File: src/rtl/audio_capture_fsm.sv
// ---------------------------------------------------------------------------
// audio_capture_fsm
//
// Purpose:
//   Record-side sequencer. On every sampling pulse it pops one left-channel
//   sample from the audio codec ADC FIFO and packs two consecutive samples
//   into one 32-bit word. Each finished word is written to the next
//   sequential message-RAM address. Capture stops in DONE after the last
//   RAM word has been written.
//
// Parameters:
//   ADDR_W         RAM word-address width (capture covers 0 .. 2^ADDR_W-1)
//
// Ports:
//   CLK50MHZ       in   system clock, the only clock
//   reset          in   synchronous, active-high
//   CLK_sampling   in   one-cycle pulse per sample period (already
//                       synchronised and edge-detected)
//   start          in   level, 1 = capture enabled, 0 = abort to idle
//   pause          in   level, 1 = ignore sampling pulses, hold position
//   read_ready     in   codec ADC FIFO holds a sample
//   readdata_left  in   24-bit left sample, valid while read_ready = 1
//   read           out  one-cycle pop strobe to the codec
//   ram_wren       out  one-cycle RAM write enable
//   ram_wraddress  out  RAM word address
//   ram_data       out  packed word, first sample [15:0], second [31:16]
//   sample_out     out  most recently captured sample (for HEX display)
//   overrun_count  out  dropped sampling pulses, saturating at 255
//   busy           out  1 in every state except IDLE and DONE
//   done           out  1 while in DONE
//
// Every output comes straight from a flop. Each flop <sig>_q is loaded
// from <sig>_d, which is computed in the single always_comb block below.
// ---------------------------------------------------------------------------
module audio_capture_fsm #(
  parameter int ADDR_W = 15
) (
  input  logic              CLK50MHZ,
  input  logic              reset,
  input  logic              CLK_sampling,
  input  logic              start,
  input  logic              pause,
  input  logic              read_ready,
  input  logic [23:0]       readdata_left,
  output logic              read,
  output logic              ram_wren,
  output logic [ADDR_W-1:0] ram_wraddress,
  output logic [31:0]       ram_data,
  output logic [15:0]       sample_out,
  output logic [7:0]        overrun_count,
  output logic              busy,
  output logic              done
);

  typedef enum logic [2:0] {
    S_IDLE,
    S_WAIT_EDGE,
    S_WAIT_READY,
    S_READ,
    S_WRITE,
    S_DONE
  } state_t;

  localparam logic [ADDR_W-1:0] ADDR_LAST = '1;

  state_t              state_q, state_d;
  logic [ADDR_W-1:0]   addr_q, addr_d;
  logic                half_q, half_d;
  logic [15:0]         low_q, low_d;
  logic                read_q, read_d;
  logic                wren_q, wren_d;
  logic [31:0]         data_q, data_d;
  logic [15:0]         sample_q, sample_d;
  logic [7:0]          overrun_q, overrun_d;
  logic                busy_q, busy_d;
  logic                done_q, done_d;

  logic [15:0]         sample_w;
  logic                late_pulse;

  // The codec delivers 24-bit samples. Only the top 16 bits are stored.
  // The low byte is dropped on purpose. It is folded into an "unused"
  // signal so that the discard is visible in the code.
  logic                unused_sample_bits;
  assign unused_sample_bits = ^readdata_left[7:0];
  assign sample_w           = readdata_left[23:8];

  // A sampling pulse is "late" when the FSM is still busy with the
  // previous sample. Such a pulse is dropped and counted, never queued.
  // Pulses seen in WAIT_EDGE, IDLE or DONE are not overruns.
  assign late_pulse = CLK_sampling &&
                      ((state_q == S_WAIT_READY) ||
                       (state_q == S_READ)       ||
                       (state_q == S_WRITE));

  // Next-state and next-output logic.
  // The strobes, busy and done are derived from the *next* state. This
  // keeps them aligned with the state register while staying registered.
  always_comb begin
    state_d   = state_q;
    addr_d    = addr_q;
    half_d    = half_q;
    low_d     = low_q;
    data_d    = data_q;
    sample_d  = sample_q;
    overrun_d = overrun_q;

    if (late_pulse && (overrun_q != 8'hFF)) begin
      overrun_d = overrun_q + 8'd1;
    end

    case (state_q)
      S_IDLE: begin
        addr_d = '0;
        half_d = 1'b0;
        if (start) begin
          state_d   = S_WAIT_EDGE;
          overrun_d = 8'd0;
        end
      end

      // Paused pulses are ignored completely. Position and half are kept,
      // so capture resumes exactly where it stopped.
      S_WAIT_EDGE: begin
        if (!start) begin
          state_d = S_IDLE;
          addr_d  = '0;
          half_d  = 1'b0;
        end else if (CLK_sampling && !pause) begin
          state_d = S_WAIT_READY;
        end
      end

      // Aborting here discards any half-packed word. No pop is issued.
      S_WAIT_READY: begin
        if (!start) begin
          state_d = S_IDLE;
          addr_d  = '0;
          half_d  = 1'b0;
        end else if (read_ready) begin
          state_d = S_READ;
        end
      end

      // The pop strobe is high during this cycle. The codec still presents
      // the popped sample on readdata_left, so it is captured at the end of
      // the cycle.
      S_READ: begin
        sample_d = sample_w;
        if (!half_q) begin
          low_d   = sample_w;
          half_d  = 1'b1;
          state_d = S_WAIT_EDGE;
        end else begin
          data_d  = {sample_w, low_q};
          half_d  = 1'b0;
          state_d = S_WRITE;
        end
      end

      // The address advances only after the write cycle. This keeps
      // ram_wraddress equal to the written address while ram_wren is high.
      S_WRITE: begin
        if (addr_q == ADDR_LAST) begin
          state_d = S_DONE;
        end else begin
          addr_d  = addr_q + 1'b1;
          state_d = S_WAIT_EDGE;
        end
      end

      S_DONE: begin
        if (!start) begin
          state_d = S_IDLE;
          addr_d  = '0;
          half_d  = 1'b0;
        end
      end

      default: begin
        state_d = S_IDLE;
        addr_d  = '0;
        half_d  = 1'b0;
      end
    endcase

    read_d = (state_d == S_READ);
    wren_d = (state_d == S_WRITE);
    busy_d = (state_d != S_IDLE) && (state_d != S_DONE);
    done_d = (state_d == S_DONE);
  end

  // State and output registers, with a synchronous reset to IDLE.
  // Reset clears every output, from any state.
  always_ff @(posedge CLK50MHZ) begin
    if (reset) begin
      state_q   <= S_IDLE;
      addr_q    <= '0;
      half_q    <= 1'b0;
      low_q     <= 16'd0;
      read_q    <= 1'b0;
      wren_q    <= 1'b0;
      data_q    <= 32'd0;
      sample_q  <= 16'd0;
      overrun_q <= 8'd0;
      busy_q    <= 1'b0;
      done_q    <= 1'b0;
    end else begin
      state_q   <= state_d;
      addr_q    <= addr_d;
      half_q    <= half_d;
      low_q     <= low_d;
      read_q    <= read_d;
      wren_q    <= wren_d;
      data_q    <= data_d;
      sample_q  <= sample_d;
      overrun_q <= overrun_d;
      busy_q    <= busy_d;
      done_q    <= done_d;
    end
  end

  assign read          = read_q;
  assign ram_wren      = wren_q;
  assign ram_wraddress = addr_q;
  assign ram_data      = data_q;
  assign sample_out    = sample_q;
  assign overrun_count = overrun_q;
  assign busy          = busy_q;
  assign done          = done_q;

endmodule

File: config.mk
export PLATFORM = sky130hd
export DESIGN_NAME = audio_capture_fsm
export DESIGN_NICKNAME = d
export VERILOG_FILES = /design/src/rtl/audio_capture_fsm.sv
export SDC_FILE = /design/constraint.sdc
export NUM_CORES = 1
export LEC_CHECK = 0
export ABC_AREA = 1
export CAP_MARGIN = 40
export CORE_AREA = 2 2 95 97
export CTS_CLUSTER_DIAMETER = 200
export CTS_CLUSTER_SIZE = 8
export DETAILED_ROUTE_END_ITERATION = 10
export DIE_AREA = 0 0 97 99
export PLACE_DENSITY = 0.78
export SLEW_MARGIN = 5
export SYNTH_ARGS = -nofsm -noshare
export SYNTH_HDL_FRONTEND = slang
export SYNTH_SLANG_ARGS = --single-unit
File: constraint.sdc
create_clock -name CLK50MHZ -period 1.7 [get_ports CLK50MHZ]
set_clock_uncertainty 0.05 [all_clocks]
set_input_delay 0.34 -clock CLK50MHZ [delete_from_list [all_inputs] [get_ports CLK50MHZ]]
set_output_delay 0.34 -clock CLK50MHZ [all_outputs]
set_load 0.01 [all_outputs]
==> results summary <==
Traced cell by cell, the critical path runs through clkdlybuf4s50_1. The top cell type by area accounts for between 40% and 50% of the synthesized area. The number of gates resized after CTS is 32.

The final routed wire length divided by cell count came out at 13.3 um. The effective utilization at floorplan came out at 46.8%. The worst path needs 1680 ps of the cycle, external delays included.

The sum of negative setup slack is 0 ps. The vertical die dimension is 99 um. Registers are responsible for 58.1% of the overall power.

The fraction of power consumed by the clock network came out at 37.0%. The detailed-route DRC error count is 0. The total wirelength of the detailed-routed design came out at 10.2 mm. The cts-stage hold buffer count is 0. The power density of the placed cells is between 700 and 800 nW/um2. The number of buffers and inverters on the critical path is 1. The xor/xnor share of the synthesized area came out at less than 1%. Grouping stages by cell kind, the critical path spends the most delay in buffers and inverters.

The fmax came out at 0.597 GHz. The slew at the pin closest to its max-slew limit came out at 404 ps. The growth of design area from synthesis to finish came out at 35.1%. The number of antenna cells inserted is 0.

The simple logic cell fraction of the synthesized area came out at between 30% and 40%. The final route contains 3,913 vias. The static leakage is 2.47 nW. The register area is 1930 um2. The clock tree from TritonCTS is built.

The post-route fraction of the period consumed by the critical path came out at 98.5%. The switching fraction of total power is 25.3%. For this run, the leading register cell type out of synthesis is dfxtp_1. Setup violations remaining at the end of the flow were counted as 0. The pin count of the biggest net entering global routing came out at 65. On the critical path, the stage with the largest delay is an instance of clkdlybuf4s50_1.

At the end of the flow, the number of nets in the layout was slightly below 700. The peak supply drop came out at between 0.4 and 0.5 mV. The tree is rooted in a clkbuf_8. The net switching component of the power is 0.000975 W. The endpoint arrival time on the critical path came out at 1290 ps.

The netlist area before placement is 4000 um2. The count of cell types in the netlist came out at 34. The tool flagged a number of max-cap violations equal to 0. After synthesis, the largest family of logic cells by area is simple AND/OR/NAND/NOR gates.

The area after detailed placement is 5150 um2. In this run the worst path has a maximum fanout of 5. The all-layer global routing usage came out at 21.4%. The number of vias per cell is approximately 5.1. The fraction of registers with async set or reset after synthesis came out at 0%. The HPWL after detailed placement is 7.20 mm.

The I/O pin count is 105. The post-CTS repair timing setup buffer count came out at 0. The filler cell count is about 750. The run finished with clean final reports. The number of synthesis warnings is 0.

The endpoint class of the critical path is an output port. The clock latency on the worst-skew pair came out at 360 ps. The first global-routing pass estimated 17.0 mm of wire. Setup repair after global routing could not meet its margin everywhere. The H-tree was split into 3 levels. In this run, placement finished with an instance count of 749. The fraction of layout cells with a size suffix above 1 is 12.3%.

In this run, synthesis inferred 0 flip-flops with an integrated enable. Averaged over all synthesized cells, the footprint is 7.33 um2. The starting DRC count in detailed routing came out at 124. The TritonCTS buffer count is 9. The synthesized-area fraction occupied by ao, oa, aoi and oai cells is 12.1%. When the netlist entered floorplanning its net count stood at 578. The part of the Yosys area used for sequential elements came out at 47.5%. The site row count came out at 34. The number of instances in the synthesized netlist came out at 546. During placement, the flow inserted port buffers numbering 96. The total count of max-transition violations in the final report is 0. The number of antenna violations at the first check in global routing is 0. The internal portion of the total power is 0.00288 W. The area share of fa/ha/maj cells after synthesis is less than 1%. STA puts the critical path data required time at 1310 ps. The multiplexer share of the synthesized area came out at 0%.

The number of hold violations in the final report came out at 0. The count of antenna-violating nets left after detailed routing came out at 0. The maximum single-stage delay on the critical path is 550 ps.

The area of the multi-input gates is 1850 um2. The share of power burned in combinational logic came out at 5.0%. The category of the most critical setup path is reg -> out. The die outline area came out at 9600 um2. Sorting the synthesized cells by area gives the leading types as dfxtp_1, nand2_1, a21oi_1, nor2_1, nand3_1. The number of clock sinks is 95. The number of global-route vias before repair came to 3,729. The register bit count reported by yosys is 95. The first TritonRoute pass finished after 5 iterations. The finished layout cell area came out at 5410 um2. The worst setup path is launched from a flip-flop. The path category of the worst min-delay check is in -> reg.

The area of the placeable core is 8550 um2. The clock-pin transition on the worst setup and hold timing paths came out at 100 ps. The routability congestion estimate from global placement is 0.850. The number of buffers between clock root and the deepest sink is 2.

Measured along the x axis, the die boundary spans 97 um. The count of placed standard cells in the final layout, fillers left out came out at 765. The most area-hungry cell type in the Yosys netlist is dfxtp_1. The total congestion overflow after global routing came out at 0. The worst-case headroom to the max-slew limit came out at 72.9%.
==> cell type report <==
class                   count  area share [%]
flip-flops and latches     95            35.7
repair buffers            115            21.5
inverters                  37            2.66
multi-input cells         394            34.2
clock inverters             7            1.13
well taps                 108            2.50
clock buffers               9            2.29
==> metal layers <==
metal	wire, um	up-vias	GRT usage [%]	part of all wire [%]
li1	-	1971	-	-
met1	4370	1805	25.0	43
met2	4890	125	36.9	48
met3	842	12	7.38	8.3
met4	108	0	6.72	1.1
met5	0	-	0	0
==> power groups by stage <==
| stage | clock network, W | logic [W] | registers, W |
|---|---|---|---|
| floorplan | 0 | 0.0000828 | 0.00229 |
| global placement | 0 | 0.000189 | 0.00229 |
| detailed placement | 0 | 0.000192 | 0.00229 |
| CTS | 0.00148 | 0.000193 | 0.00224 |
| global route | 0.00155 | 0.000209 | 0.00224 |
| finish | 0.00142 | 0.000192 | 0.00224 |
==> flip-flops by register name, summed over array words and instances, names as in the netlist, 3 cells and up <==
| register | flops |
|---|---|
| low_q | 16 |
| ram_data | 32 |
| state_q | 3 |
| overrun_count | 8 |
| sample_out | 16 |
| ram_wraddress | 15 |
==> kinds of logic (layout without fill, tap and decap cells) <==
| family | Yosys count | count (layout) |
|---|---|---|
| flip-flops | 95 | 95 |
| AO/OA/AOI/OAI | 93 | 93 |
| XOR/XNOR | 4 | 4 |
| buffers and inverters | 57 | 168 |
| adder cells (fa/ha/maj) | 2 | 2 |
| AND/OR/NAND/NOR | 295 | 295 |
==> Yosys cell counts (3+ instances only) <==
master    count
nor2_2        3
inv_1        30
inv_2         4
buf_2         5
clkbuf_1      9
nand4_1      12
o21ai_0      22
buf_4         4
nor2_1       64
or2_2         4
a21oi_1      67
nand2_1     172
nand3_1      25
dfxtp_1      95
==> per-stage QoR <==
stage	setup WS (ps)	total power, W	utilization (%)	hold WS [ps]
after floorplan	126	0.00238	-	386
after global placement	-12.9	0.00248	60.2	392
after detailed placement	-48.3	0.00248	60.2	399
after CTS	2.51	0.00391	62.5	399
after global routing	-4.57	0.00399	63.2	416
final	25.0	0.00385	63.2	405
==> path summary, 6_finish.rpt <==
| kind | cells past startpoint | startpoint | slack (ps) | to |
|---|---|---|---|---|
| worst max-delay path | 1 | ram_wraddress[12] | 20 | ram_wraddress[12] |
| worst min-delay path | 3 | reset | 400 | ram_data[11] |
| worst max register to register | 9 | state_q[0] | 130 | ram_wraddress[1] |
| worst min register to register | 2 | low_q[2] | 400 | ram_data[2] |
==> cells in the final DEF, fill, tap and decap left out, types with 9 or more instances in the layout <==
master / instances
a21oi_1: 67
clkbuf_8: 9
nand3_1: 25
nand2_1: 171
nand4_1: 12
nor2_1: 63
dlygate4sd2_1: 13
clkdlybuf4s50_1: 60
dfxtp_1: 78
dfxtp_2: 14
o21ai_0: 22
inv_1: 30
dlymetal6s2s_1: 22
buf_4: 17
Power figures use the tool's default switching activity.
